<file path="src/rtl/hazard_ctrl.sv">
// Stall/flush controller for the 5-stage pipeline: hazard priority, HLT drain FSM.
// Optional stall-cycle counter enabled by defining HAZARD_STALL_CNT_EN.
module hazard_ctrl #(
    parameter int REG_W     = 4,
    parameter int CNT_W     = 16,
    parameter int DRAIN_CYC = 3
) (
    input  logic             clk,
    input  logic             rst,
    input  logic [REG_W-1:0] id_rs,
    input  logic [REG_W-1:0] id_rt,
    input  logic             id_uses_rs,
    input  logic             id_uses_rt,
    input  logic             id_halt,
    input  logic             id_br_taken,
    input  logic             ex_memread,
    input  logic [REG_W-1:0] ex_rd,
    input  logic             icache_miss,
    input  logic             dcache_miss,
    output logic             pc_wren,
    output logic             if_id_wren,
    output logic             if_id_clr,
    output logic             id_ex_wren,
    output logic             id_ex_clr,
    output logic             ex_mem_wren,
    output logic             ex_mem_clr,
    output logic             mem_wb_wren,
    output logic             mem_wb_clr,
    output logic             halted,
    output logic [CNT_W-1:0] stall_cnt
);

    localparam int DW = (DRAIN_CYC > 1) ? $clog2(DRAIN_CYC) : 1;
    localparam logic [DW-1:0] DRAIN_LD = DW'(DRAIN_CYC - 1);

    localparam logic [1:0] S_RUN    = 2'd0;
    localparam logic [1:0] S_DRAIN  = 2'd1;
    localparam logic [1:0] S_HALTED = 2'd2;

    logic [1:0]    state, state_nxt;
    logic [DW-1:0] drain_cnt, drain_nxt;
    logic          load_use;

    assign load_use = ex_memread && (ex_rd != '0) &&
                      ((id_uses_rs && (id_rs == ex_rd)) ||
                       (id_uses_rt && (id_rt == ex_rd)));

    // Hazard priority resolution and drain FSM next-state logic.
    always_comb begin
        pc_wren     = 1'b1;
        if_id_wren  = 1'b1;
        if_id_clr   = 1'b0;
        id_ex_wren  = 1'b1;
        id_ex_clr   = 1'b0;
        ex_mem_wren = 1'b1;
        ex_mem_clr  = 1'b0;
        mem_wb_wren = 1'b1;
        mem_wb_clr  = 1'b0;
        halted      = 1'b0;
        state_nxt   = state;
        drain_nxt   = drain_cnt;
        unique case (state)
            S_DRAIN: begin
                // ID only holds bubbles here, so ID-side hazards are moot.
                pc_wren   = 1'b0;
                if_id_clr = 1'b1;
                if (dcache_miss) begin
                    if_id_wren  = 1'b0;
                    id_ex_wren  = 1'b0;
                    ex_mem_wren = 1'b0;
                    mem_wb_clr  = 1'b1;
                end else if (drain_cnt == '0) begin
                    state_nxt = S_HALTED;
                end else begin
                    drain_nxt = drain_cnt - DW'(1);
                end
            end
            S_HALTED: begin
                pc_wren     = 1'b0;
                if_id_wren  = 1'b0;
                id_ex_wren  = 1'b0;
                ex_mem_wren = 1'b0;
                mem_wb_wren = 1'b0;
                halted      = 1'b1;
            end
            default: begin
                if (dcache_miss) begin
                    pc_wren     = 1'b0;
                    if_id_wren  = 1'b0;
                    id_ex_wren  = 1'b0;
                    ex_mem_wren = 1'b0;
                    mem_wb_clr  = 1'b1;
                end else if (load_use) begin
                    pc_wren    = 1'b0;
                    if_id_wren = 1'b0;
                    id_ex_clr  = 1'b1;
                end else if (id_br_taken) begin
                    // Redirect wins over a pending fetch miss.
                    if_id_clr = 1'b1;
                end else if (id_halt) begin
                    pc_wren   = 1'b0;
                    if_id_clr = 1'b1;
                    state_nxt = S_DRAIN;
                    drain_nxt = DRAIN_LD;
                end else if (icache_miss) begin
                    pc_wren   = 1'b0;
                    if_id_clr = 1'b1;
                end
            end
        endcase
    end

    // FSM state and drain counter registers.
    always_ff @(posedge clk or negedge rst) begin
        if (!rst) begin
            state     <= S_RUN;
            drain_cnt <= '0;
        end else begin
            state     <= state_nxt;
            drain_cnt <= drain_nxt;
        end
    end

`ifdef HAZARD_STALL_CNT_EN
    logic [CNT_W-1:0] cnt_q;

    // Saturating count of cycles where the PC is held, excluding HALTED.
    always_ff @(posedge clk or negedge rst) begin
        if (!rst) begin
            cnt_q <= '0;
        end else if (!pc_wren && state != S_HALTED && cnt_q != '1) begin
            cnt_q <= cnt_q + CNT_W'(1);
        end
    end

    assign stall_cnt = cnt_q;
`else
    assign stall_cnt = '0;
`endif

endmodule

</file>
<file path="config.mk">
export PLATFORM = sky130hd
export DESIGN_NAME = hazard_ctrl
export DESIGN_NICKNAME = d
export VERILOG_FILES = /design/src/rtl/hazard_ctrl.sv
export SDC_FILE = /design/constraint.sdc
export NUM_CORES = 1
export LEC_CHECK = 0
export ABC_CLOCK_PERIOD_IN_PS = 2200
export CAP_MARGIN = 20
export CORE_UTILIZATION = 32
export CTS_CLUSTER_DIAMETER = 150
export DETAILED_ROUTE_END_ITERATION = 8
export GPL_TIMING_DRIVEN = 0
export PLACE_DENSITY_LB_ADDON = 0.25
export REMOVE_ABC_BUFFERS = 1
export SLEW_MARGIN = 20
export SYNTH_ARGS = -nofsm -noshare
export SYNTH_HDL_FRONTEND = slang
export SYNTH_SLANG_ARGS = --single-unit
export TNS_END_PERCENT = 5
</file>
<file path="constraint.sdc">
create_clock -name clk -period 2.2 [get_ports clk]
set_input_delay 0.44 -clock clk [delete_from_list [all_inputs] [get_ports clk]]
set_output_delay 0.44 -clock clk [all_outputs]
set_load 0.01 [all_outputs]
</file>
== Word level (Yosys, flattened, before mapping) ==
Cells that the tools add are included.
Operators by class
  add/sub/neg operators: 1
  bitwise logic cells: 2
  multiplexer cells: 38
  equal/unequal tests: 8
  reductions and logical operators: 11
Operators with widths (number)
  $mux 2: 12
  $mux 1: 22
  $reduce_and 6->1: 2
  $eq 4x4->1: 2
  $pmux 2 s2: 2
  $logic_and 1x1->1: 4
  $ne 2x1->1 const B: 2
  $ne 2x2->1 const B: 2
  $pmux 1 s2: 2
  $reduce_bool 4->1: 1
  $eq 2x1->1 const B: 1
  $eq 2x2->1 const B: 1
  $logic_not 2->1: 1
  $not 1->1: 2
  $reduce_bool 2->1: 1
  $reduce_or 2->1: 1
  $sub 2x1->2 const B: 1
  $logic_or 1x1->1: 1
Storage, ports and cells
  output and inout bits: 26
  logic and storage cells: 62
  input bits: 21
  flip-flop bits (word level): 4

== Logic depth before layout (Yosys ltp) ==
  depth in word-level cells: 7
  depth in mapped cells: 6
  mapped depth without buffers: 6

== Least setup slack after synthesis ==
No wires, ideal clock.
  kind: input to output
  start point: in ex_rd[0]
  end point: out pc_wren
  buffers on the path: 0
  required time: 1.760 ns
  arrival time: 1.634 ns
  cell stages on the path: 5
  slack: 0.126 ns
  cell sequence: o41a_1 -> nand3_1 -> nor4_1 -> nor2_1 -> nor4b_1
On the way
  word-level cells in the longest chain between the ends: 7
  elaborated cells on any way between the ends: 11
  those cells by class: eq/ne (2); mux (3); reduce/logical (6)
Ends and longest elaborated chain
  from (decl): RTL line 17  | input logic [REG_W-1:0] ex_rd,
  $eq 4x4->1, on equally long branches: RTL line 45, 46
  $logic_and 1x1->1, on equally long branches: RTL line 45, 46
  $logic_or 1x1->1: RTL line 45  | ((id_uses_rs && (id_rs == ex_rd)) ||
  $logic_and 1x1->1 (*): RTL line 44  | assign load_use = ex_memread && (ex_rd != '0) &&
  $mux 1 (*): RTL line 93  | end else if (load_use) begin
  $mux 1 (*): RTL line 87  | if (dcache_miss) begin
  $mux 1 (*): RTL line 62  | unique case (state)
  to (decl): RTL line 20  | output logic pc_wren,
Mark *: on every way between the ends. The rest lies on a longest branch, timed or not.

== Final worst setup path ==
Ends and elaborated chain as after synthesis.

==> impl_metrics.csv <==
group,metric,value,unit
pwr,power_density,773,nW/um2
global_route,grt_max_degree,8,
drt,dr_total_vias,588,
finish,nFillCells,172,
synthesis,avgSynthCellArea,7.84,um2
drt,viasPerCell,4.42,
setup_path,start_kind,"input pin",
pwr,ir_worst_vdd,0.000297,V
pwr,p_int,0.000424,W
place,pre_cts_ws,-0.833,ns
synthesis,ys_warn_count,0,
clock_tree,cts_buffers,3,
floorplanning,start_util,34.1,%
pwr,comb_power_share,70.1,%
clock_tree,clockBufferDepth,2,
pwr,p_sw,0.000336,W
synthesis,syn_inst,75,
clock_tree,path_clk_slew,0.04,ns
global_route,antenna_found_initial,0,
pwr,p_seq_share,17.8,%
global_route,grt_usage,14.0,%
setup_path,arrival,1.72,ns
place,port-buffer-count,29,
setup_path,cp.required,1.76,ns
sta,period_minus_slack,2.16,ns
floorplanning,fp.coreArea,1730,um2
sta,finalCritPeriodShare,98.3,%
outcome,outcome,"finished, final reports clean",
setup_path,worst-setup-path-type,"in2out",
synthesis,ys_ff_latch,4,
clock_tree,cts_root_buf,"clkbuf_4",
synthesis,syn-cell-area,588,um2
worst_hold_path,min_path_type,"in2async",
floorplanning,die_h,44.9,um
global_route,overflow,0,
clock_tree,clock_latency,0.23,ns
floorplanning,num_rows,15,
sta,timing.setup.tns,0,ns
sta,setup_viol,0,
sta,rsz0062_at_grt,"yes",
global_route,grt_pass1_wl,2030,um
sta,holdWs,0.404,ns
clock_tree,cts.sinks,4,
flow_run,cap_viol_max_count,0,
clock_tree,postCtsHoldBufs,0,
place,gp_congestion,0.809,
place,hpwl,997,um
sta,setup_ws,0.0374,ns
setup_path,critical-path-max-stage-delay,0.42,ns
pwr,p_clk_share,12.1,%
setup_path,cpMaxStageDelayCell,"o41a_1",
clock_tree,h-tree-depth,1,
drt,detail_route.first_pass.iterations,4,
setup_path,critPathCaptureType,"output pin",
finish,antennaDiodeCount,0,
clock_tree,cts_tree,"yes",
setup_path,cpMostUsedCell,"buf_2",
floorplanning,design.die.area,2010,um2
setup_path,crit_fanout,4,
setup_path,path_cells,"buf_2 -> o41a_1 -> nand3_2 -> nor4_4 -> nor2_2 -> nor4b_4 -> buf_2",
pwr,leakage,0.504,nW
floorplanning,die_w,44.9,um
synthesis,synthDistinctLibCells,27,
drt,drt_iter0_drc,7,
finish,regArea,100,um2
finish,nets,134,
sta,clock_skew,0.000934,ns
synthesis,synth_seq_area_share,17.0,%
pwr,swShare,44.3,%
drt,ant_nets,0,
finish,drive_gt1_share,26.9,%
sta,fmax,462,MHz
drt,routedWlPerCell,9.81,um
sta,drv_slew,0,
sta,hold_viol,0,
finish,multi_input_area,489,um2
global_route,grt_pass1_vias,497,
drt,drt-total-wl,1310,um
finish,area_delta_synth_final,67.2,%
drt,drc,0,
floorplanning,io_pins,47,
synth_stat cells:
| library cell | instances | area [um2] |
|---|---|---|
| nand3_1 | 2 | 10.0 |
| inv_1 | 7 | 26.3 |
| mux2i_1 | 2 | 20.0 |
| buf_4 | 18 | 135 |
| nor4_1 | 2 | 12.5 |
| nor2_1 | 4 | 15.0 |
| xor2_1 | 6 | 52.6 |
| buf_1 | 1 | 3.75 |
| o22ai_1 | 2 | 12.5 |
| nor2b_1 | 1 | 6.26 |
| o31ai_1 | 1 | 7.51 |
| conb_1 | 1 | 3.75 |
| xnor2_1 | 2 | 17.5 |
| ha_1 | 3 | 37.5 |
| a32oi_1 | 1 | 8.76 |
| dfrtp_1 | 4 | 100 |
| nor4_2 | 1 | 12.5 |
| a22o_1 | 1 | 8.76 |
| nand2_1 | 3 | 11.3 |
| o41a_1 | 1 | 11.3 |
| a21oi_1 | 3 | 15.0 |
| nand3b_1 | 1 | 7.51 |
| nor4b_1 | 1 | 8.76 |
| or3_1 | 1 | 6.26 |
| nand3_2 | 1 | 10.0 |
| o21a_1 | 1 | 7.51 |
| nor3_1 | 4 | 20.0 |
flip-flops by register name (all words and copies together) (netlist names):
| register | cells |
|---|---|
| state | 2 |
| drain_cnt | 2 |
critical path, delay by kind of cell:
family                 cells  cell delay, ns
buffers and inverters      2            0.31
AND/OR/NAND/NOR            4            0.54
AO/OA/AOI/OAI              1            0.42
kinds of logic (layout without fill, tap and decap cells):
logic type,count (synthesis),after routing,synth area share [%]
multiplexers,2,2,3.40
AO/OA/AOI/OAI,10,10,12.1
XOR/XNOR,8,8,11.9
adder cells (fa/ha/maj),3,3,6.38
AND/OR/NAND/NOR,21,21,20.4
flip-flops,4,4,17.0
buffers and inverters,26,43,28.1
other,1,17,0.638
per-layer routing:
layer	track usage [%]	wire length [um]	vias to the layer above	share of wire, %
met2	24.7	735	32	56
met1	16.0	496	276	38
met5	0	0	-	0
met3	4.80	74	0	5.7
met4	3.64	0	0	0
li1	-	-	280	-
area by class of cell:
class | count | area share (%)
sequential | 4 | 10.2
inverter | 7 | 2.67
tap | 25 | 3.18
clock buffer | 3 | 2.29
multi-input combinational | 61 | 49.7
timing repair buffer | 33 | 31.9
per-stage QoR:
stage                     utilization, %  area [um2]  std cells  total power (W)
after floorplan                        -         509         72         0.000413
after global placement              48.1         831        126         0.000626
after detailed placement            48.1         831        126         0.000634
after CTS                           50.5         872        130         0.000722
after global routing                57.0         983        133         0.000831
final                               57.0         983        133         0.000760
worst paths after layout:
path,start,cells past startpoint,endpoint,slack [ns]
max in group asynchronous,rst,1,state[1],1.63
min,rst,1,drain_cnt[0],0.40
max reg2reg,state[0],7,drain_cnt[1],0.53
min in group clk,state[0],2,state[0],0.58
min reg2reg,state[0],2,state[0],0.58
max,ex_rd[0],7,pc_wren,0.04
power groups by stage:
stage	clock network [W]	logic, W	registers (W)
finish	0.0000920	0.000533	0.000135
global route	0.000107	0.000585	0.000139
CTS	0.0000955	0.000494	0.000133
detailed placement	0	0.000499	0.000135
global placement	0	0.000493	0.000134
floorplan	0	0.000286	0.000127
cell usage in the layout (no fill, tap or decap), types with 3 or more instances in the layout:
master	instances
conb_1	17
a21oi_1	3
nand2_1	3
nor3_1	4
inv_1	7
buf_2	6
clkbuf_4	3
xor2_2	6
buf_4	4
ha_1	3
clkdlybuf4s50_1	10
dlymetal6s2s_1	8
dfrtp_1	4
timing repair:
| action | in CTS | in global routing |
|---|---|---|
| buffers inserted | 1 | 3 |
| pin swaps | 7 | 12 |
| setup endpoints to repair | 6 | 6 |
| resized for setup | 40 | 27 |
Note: power is estimated with default switching activity, not from simulation.
